**src/rtl/cache_axi_bridge_pkg.sv**
```systemverilog
// Shared types and AXI constants for the cache-to-AXI bridge.
package cache_axi_bridge_pkg;

    typedef enum logic [2:0] {
        ST_IDLE,
        ST_RD_ADDR,
        ST_RD_DATA,
        ST_WR_REQ,
        ST_WR_RESP,
        ST_DONE
    } state_e;

    localparam logic [1:0] AXI_BURST_INCR = 2'b01;
    localparam logic [1:0] AXI_RESP_OKAY  = 2'b00;

    localparam logic [1:0] SIZE_BYTE = 2'd0;
    localparam logic [1:0] SIZE_HALF = 2'd1;
    localparam logic [1:0] SIZE_WORD = 2'd2;

endpackage

```
**src/rtl/cache_axi_bridge.sv**
```systemverilog
// Single-outstanding SRAM-like cache port to single-beat AXI4 reads/writes.
// Accept-to-done is 3 cycles minimum; the cache is held off by data_addr_ok until IDLE.
module cache_axi_bridge
    import cache_axi_bridge_pkg::*;
#(
    parameter int                   ID_WIDTH = 4,
    parameter logic [ID_WIDTH-1:0]  AXI_ID   = '0
) (
    input  logic                clk,
    input  logic                rst,

    input  logic                data_req,
    input  logic                data_wr,
    input  logic [1:0]          data_size,
    input  logic [3:0]          data_wen,
    input  logic [31:0]         data_addr,
    input  logic [31:0]         data_wdata,
    output logic [31:0]         data_rdata,
    output logic                data_addr_ok,
    output logic                data_data_ok,

    output logic [ID_WIDTH-1:0] arid,
    output logic                arvalid,
    input  logic                arready,
    output logic [31:0]         araddr,
    output logic [7:0]          arlen,
    output logic [2:0]          arsize,
    output logic [1:0]          arburst,

    input  logic [ID_WIDTH-1:0] rid,
    input  logic [31:0]         rdata,
    input  logic [1:0]          rresp,
    input  logic                rlast,
    input  logic                rvalid,
    output logic                rready,

    output logic [ID_WIDTH-1:0] awid,
    output logic                awvalid,
    input  logic                awready,
    output logic [31:0]         awaddr,
    output logic [7:0]          awlen,
    output logic [2:0]          awsize,
    output logic [1:0]          awburst,

    output logic [31:0]         wdata,
    output logic [3:0]          wstrb,
    output logic                wlast,
    output logic                wvalid,
    input  logic                wready,

    input  logic [ID_WIDTH-1:0] bid,
    input  logic [1:0]          bresp,
    input  logic                bvalid,
    output logic                bready,

    output logic                bus_err
);

    state_e      r_state;
    state_e      w_next;
    logic [31:0] r_addr;
    logic [1:0]  r_size;
    logic [3:0]  r_wen;
    logic [31:0] r_wdata;
    logic [31:0] r_rdata;
    logic        r_aw_done;
    logic        r_w_done;
    logic        r_bus_err;

    logic        w_aw_hs;
    logic        w_w_hs;
    logic        w_unused;

    assign w_unused = ^{rid, bid, rlast};

    assign data_addr_ok = (r_state == ST_IDLE) && data_req;
    assign data_data_ok = (r_state == ST_DONE);
    assign data_rdata   = r_rdata;
    assign bus_err      = r_bus_err;

    assign arid    = AXI_ID;
    assign arvalid = (r_state == ST_RD_ADDR);
    assign araddr  = r_addr;
    assign arlen   = 8'd0;
    assign arsize  = {1'b0, r_size};
    assign arburst = arvalid ? AXI_BURST_INCR : 2'b00;
    assign rready  = (r_state == ST_RD_DATA);

    // AW and W complete independently; each valid drops once its own handshake is done.
    assign awid    = AXI_ID;
    assign awvalid = (r_state == ST_WR_REQ) && !r_aw_done;
    assign awaddr  = r_addr;
    assign awlen   = 8'd0;
    assign awsize  = {1'b0, r_size};
    assign awburst = (r_state == ST_WR_REQ) ? AXI_BURST_INCR : 2'b00;
    assign wvalid  = (r_state == ST_WR_REQ) && !r_w_done;
    assign wdata   = r_wdata;
    assign wstrb   = r_wen;
    assign wlast   = (r_state == ST_WR_REQ);
    assign bready  = (r_state == ST_WR_RESP);

    assign w_aw_hs = awvalid && awready;
    assign w_w_hs  = wvalid && wready;

    always_comb begin
        w_next = r_state;
        case (r_state)
            ST_IDLE:    if (data_req) w_next = data_wr ? ST_WR_REQ : ST_RD_ADDR;
            ST_RD_ADDR: if (arready)  w_next = ST_RD_DATA;
            ST_RD_DATA: if (rvalid)   w_next = ST_DONE;
            ST_WR_REQ:  if ((r_aw_done || w_aw_hs) && (r_w_done || w_w_hs)) w_next = ST_WR_RESP;
            ST_WR_RESP: if (bvalid)   w_next = ST_DONE;
            ST_DONE:                  w_next = ST_IDLE;
            default:                  w_next = ST_IDLE;
        endcase
    end

    always_ff @(posedge clk) begin
        if (rst) begin
            r_state   <= ST_IDLE;
            r_addr    <= '0;
            r_size    <= '0;
            r_wen     <= '0;
            r_wdata   <= '0;
            r_rdata   <= '0;
            r_aw_done <= 1'b0;
            r_w_done  <= 1'b0;
            r_bus_err <= 1'b0;
        end else begin
            r_state <= w_next;
            case (r_state)
                ST_IDLE: begin
                    if (data_req) begin
                        r_addr    <= data_addr;
                        r_size    <= data_size;
                        r_wen     <= data_wen;
                        r_wdata   <= data_wdata;
                        r_aw_done <= 1'b0;
                        r_w_done  <= 1'b0;
                    end
                end
                ST_RD_DATA: begin
                    if (rvalid) begin
                        r_rdata <= rdata;
                        if (rresp != AXI_RESP_OKAY) r_bus_err <= 1'b1;
                    end
                end
                ST_WR_REQ: begin
                    if (w_aw_hs) r_aw_done <= 1'b1;
                    if (w_w_hs)  r_w_done  <= 1'b1;
                end
                ST_WR_RESP: begin
                    if (bvalid && (bresp != AXI_RESP_OKAY)) r_bus_err <= 1'b1;
                end
                default: ;
            endcase
        end
    end

endmodule
```
**config.mk**
```make
export PLATFORM = sky130hd
export DESIGN_NAME = cache_axi_bridge
export DESIGN_NICKNAME = d
export VERILOG_FILES = /design/src/rtl/cache_axi_bridge_pkg.sv /design/src/rtl/cache_axi_bridge.sv
export SDC_FILE = /design/constraint.sdc
export NUM_CORES = 1
export LEC_CHECK = 0
export ABC_AREA = 0
export CAP_MARGIN = 20
export CORE_ASPECT_RATIO = 0.6
export CORE_UTILIZATION = 35
export DETAILED_ROUTE_END_ITERATION = 8
export GPL_TIMING_DRIVEN = 1
export PLACE_DENSITY = 0.8
export SLEW_MARGIN = 10
export SYNTH_ARGS = -nofsm -noshare
export SYNTH_HDL_FRONTEND = slang
export SYNTH_SLANG_ARGS = --single-unit
```
**constraint.sdc**
```tcl
create_clock -name clk -period 1.85 [get_ports clk]
set_input_delay 0.2775 -clock clk [delete_from_list [all_inputs] [get_ports clk]]
set_output_delay 0.2775 -clock clk [all_outputs]
set_load 0.02 [all_outputs]
```
# [After elaboration in Yosys (flattened, before gate mapping)]
# Index checks and enable logic that the tools add are counted.
[classes] n_mux=18 n_lt_le_gt_ge=0 reduce_logical=22 mul=0 n_eq_ne=14 bitwise=0 add_sub_neg=0 n_shift=0 div=0
[ops] op="3-bit 2-to-1 mux" n=5
[ops] op="3-bit case mux with 5 select lines" n=1
[ops] op="2-bit by 1-bit inequality test with 1-bit output (second input constant)" n=6
[ops] op="1-bit 2-to-1 mux" n=8
[ops] op="2-bit nonzero test" n=4
[ops] op="1-bit logical AND" n=7
[ops] op="3-bit by 2-bit equality test with 1-bit output (second input constant)" n=2
[ops] op="3-bit equality test (second input constant)" n=2
[ops] op="2-bit inequality test (second input constant)" n=3
[ops] op="1-bit case mux with 2 select lines" n=3
[ops] op="3-bit AND reduction" n=2
[ops] op="5-bit AND reduction" n=1
[ops] op="2-bit AND reduction" n=2
[ops] op="4-bit AND reduction" n=1
[ops] op="3-bit by 1-bit equality test with 1-bit output (second input constant)" n=1
[ops] op="3-bit logical NOT" n=1
[ops] op="1-bit logical NOT" n=2
[ops] op="1-bit logical OR" n=2
[ops] op="2-bit 2-to-1 mux" n=1
[totals] out_inout_bits=175 inputBits=124 ram_bits=0 regBits=108 romBits=0 latch_bits=0 mem_count=0

# [Longest topological paths before layout]
[logic_depth] word_depth=7 ltp_mapped=7

# [Worst setup path before layout]
# Ideal clock, no wire load.
[synth_path] path_kind="flip-flop to output port" startpoint="reg r_state[0]" endpoint="out arburst[0]" n_path_buf=2 arrival_time_ps=1326 path_stages_with_launch=5 path_slack_ps=247 required_ps=1572 cell_sequence="dfxtp_1 -> buf_4 -> inv_1 -> nor3_1 -> buf_4"
[synth_via] elab_chain_cells=2
[synth_lines] element="start: declaration" line_no="cache_axi_bridge.sv:59" rtl="state_e r_state;"
[synth_lines] element="start signal: assignment" line_no="cache_axi_bridge.sv:130" rtl="r_state <= w_next;"
[synth_lines] element="3-bit by 1-bit equality test with 1-bit output" line_no="cache_axi_bridge.sv:82" rtl="assign arvalid = (r_state == ST_RD_ADDR);"
[synth_lines] element="via arvalid" line_no="cache_axi_bridge.sv:23" rtl="output logic arvalid,"
[synth_lines] element="1-bit 2-to-1 mux" line_no="cache_axi_bridge.sv:86" rtl="assign arburst = arvalid ? AXI_BURST_INCR : 2'b00;"
[synth_lines] element="end: declaration" line_no="cache_axi_bridge.sv:28" rtl="output logic [1:0] arburst,"
# The timed path passes the listed nets, and every way through them passes these cells.

# [Worst setup path in the final report]
[layout_path] startpoint="reg r_state[2]" endpoint="out wvalid"
[layout_via] elab_chain_cells=2
[layout_lines] element="3-bit by 2-bit equality test with 1-bit output" line_no="cache_axi_bridge.sv:96" rtl="assign wvalid = (r_state == ST_WR_REQ) && !r_w_done;"
[layout_lines] element="1-bit logical AND" line_no="cache_axi_bridge.sv:96"
[layout_lines] element="end: declaration" line_no="cache_axi_bridge.sv:48" rtl="output logic wvalid,"
# No other way between the ends.

==> impl_metrics.ini <==
[critical_path]
reg2reg_to = r_state[1]
cp_max_fo = 5
arrival_ns = 1.47
cp-start-kind = register
cp-end-kind = output pin
worstSetupPathType = reg2out
r2r-start = r_state[2]
reg2reg_depth = 5
worstPathRequired_ns = 1.57
r2r_slack_ns = 0.31

[cells_and_area]
syn2layout_area_growth_pct = 64.04
n_antenna_cell = 0
layout.nets = 895
fillers = 1106
instances_no_fill = 941
drive_gt1_share_pct = 5.670

[power_and_ir_drop]
max-vdd-ir-drop_v = 0.0006749
switchingPower_uw = 3313
power_leakage_uw = 0.002647
swShare_pct = 37.06
p_int_uw = 5628
clockPowerShare_pct = 22.5
power.density_nw_per_um2 = 1258
power_frac_seq_pct = 34.0
combPwrFrac_pct = 43.5

[timing]
min_period_ns = 1.748
finalMaxSlewViolations = 0
setup_violations = 0
worst_slew_margin_rel_pct = 62.19
tightest_slew_ns = 0.5671
skew_ns = 0.007293
tns_ns = 0
grt_setup_unrepaired = false
fmax_mhz = 572.2
fin_crit_sh_pct = 94.46
finalHoldViolations = 0
postLayoutSetupSlackWorst_ns = 0.1024

[clocking]
numCtsBuffers = 9
clock_latency_ns = 0.34
clock_sinks = 108
cts-root-buf = clkbuf_16
cts_tree = yes
clockBufferDepth = 2
htreeDepth = 3
postCtsHoldBufs = 0
clk_pin_slew_ns = 0.07

[die]
num_rows = 31
die_area_um2 = 12840
core_area_um2 = 12060
die_x_um = 145.6
dieHeight_um = 88.17
io_pins = 299
initial_core_util_pct = 35.91

[min_path]
hp-class = in2reg
hold_start = rst
min_to = r_state[2]
min_path_cells = 2

[place]
pre_cts_ws_ns = -0.01762
port_buffers = 261
dp.cells = 924
hpwl_mm = 9.315
gp_congestion = 0.7785

[synthesis]
async_flop_share_pct = 0
avgSynthCellArea_um2 = 7.777
synth_seq_cells = 108
synth_cells = 557
yosys-top-cells-area = dfxtp_1 (50%), nand2_1 (18%), a21oi_1 (12%), buf_4 (11%), clkbuf_1 (1.9%)
synth_top_area_share_pct = 49.91
synth_edf_count = 0
yosys-top-cells-count = nand2_1 (207), dfxtp_1 (108), a21oi_1 (104), buf_4 (65), clkbuf_1 (22)
yosysMostFrequentCell = nand2_1
yosysWarningCount = 0
synthDistinctLibCells = 28
ys_seq_area_share_pct = 49.91
synth.cell_area_um2 = 4332
synth-main-ff-cell = dfxtp_1
yosys.area.top_type = dfxtp_1

[detailed_routing]
drtIter0Drc = 136
drc_errors = 0
wl_per_cell_um = 13.27
viasPerCell = 4.441
via_count = 4179
drt_wl_total_mm = 12.49
antenna_left = 0
drt_pre_antenna_iters = 4

[global_routing]
first_global_vias = 3744
grt_first_pass_wirelength_mm = 18.76
grt_antenna_before_repair = 0
gr-usage-all-layers_pct = 18.60
grt_overflow_total = 0
grt_max_degree = 73

[job]
drv_cap = 0

[outcome]
status = completed
## critical path: stages, from the launching register on
cell and delay, ns:
dfxtp_1 0.36, nand3b_1 0.25, buf_4 0.18, nor2_1 0.08, clkdlybuf4s15_2 0.27
## layout by cell type, fill, tap and decap left out, types with 2 or more instances in the layout
cell type and instances:
clkdlybuf4s50_1 250, nand2_1 206, o22ai_1 2, clkinv_4 2, a31oi_1 2, inv_2 2, nor2_1 11, dfxtp_2 2
buf_12 5, clkbuf_16 9, nor2b_1 2, dlygate4sd2_1 8, and2_1 2, buf_4 12, dfxtp_1 106, inv_8 2
a21oi_1 104, conb_1 28, o21ai_0 2
## power groups by stage
stage / Combinational (uW) / Sequential [uW] / Clock, uW
floorplan: 1840 / 3510 / 0
global placement: 3920 / 3070 / 0
detailed placement: 3950 / 3090 / 0
CTS: 3930 / 3040 / 2080
global route: 4190 / 3110 / 2180
finish: 3890 / 3040 / 2010
## registers in the layout, indices dropped and copies added, names as in the netlist
name / count
araddr: 32
bus_err: 1
data_rdata: 32
r_aw_done: 1
r_size: 2
r_state: 3
r_w_done: 1
wdata: 32
wstrb: 4
## cells by family (layout without fill, tap and decap cells)
logic type / count (synthesis) / after routing / synth area share (%)
DFF: 108 / 108 / 49.91
and+or+nand+nor: 229 / 229 / 20.91
AOI/OAI and AO/OA: 116 / 116 / 14.15
buffers and inverters: 103 / 295 / 14.93
other: 1 / 28 / 0.08657
## stage by stage
| step | util (%) | hold WS (ns) | area [um2] | power (uW) |
|---|---|---|---|---|
| floorplan | - | 0.4135 | 4433 | 5348 |
| global placement | 56.22 | 0.4415 | 6782 | 6990 |
| detailed placement | 56.22 | 0.4457 | 6782 | 7046 |
| CTS | 58.85 | 0.3999 | 7099 | 9056 |
| global route | 58.90 | 0.4402 | 7106 | 9476 |
| finish | 58.90 | 0.4151 | 7106 | 8941 |
## area by class of cell
cell class	count	area, um2	share of cell area (%)
multi-input combinational	373	1632	22.96
clock inverter	6	78.83	1.109
clock buffer	10	239.0	3.363
tap	165	206.4	2.905
sequential	108	2165	30.46
inverter	3	11.26	0.1585
timing repair buffer	276	2774	39.04
## layer usage
metal	track usage [%]	part of all wire [%]	up-vias	wire, um
met1	22.20	42	1912	5230
met4	4.019	0.30	0	38
met5	0	0	-	0
li1	-	-	2122	-
met2	32.04	49	143	6173
met3	7.344	8.4	2	1045
## what timing repair did
item	CTS	global route
endpoints found under the hold margin	0	0
pin swaps	1	0
setup buffers	1	0
setup endpoints to repair	9	3
resized for setup	12	2
## worst max path at each step
stage                          start  slack, ns         end  depth (start not counted)
after global placement      data_req       0.05  r_state[0]                          6
final                     r_state[2]       0.10      wvalid                          4
after CTS                 r_state[0]       0.02      wvalid                          4
after floorplan           r_state[0]       0.25  arburst[0]                          4
after global routing      r_state[2]      0.007      wvalid                          4
after detailed placement    data_req      -0.02  r_state[0]                          6
(Power assumes the default switching activity.)
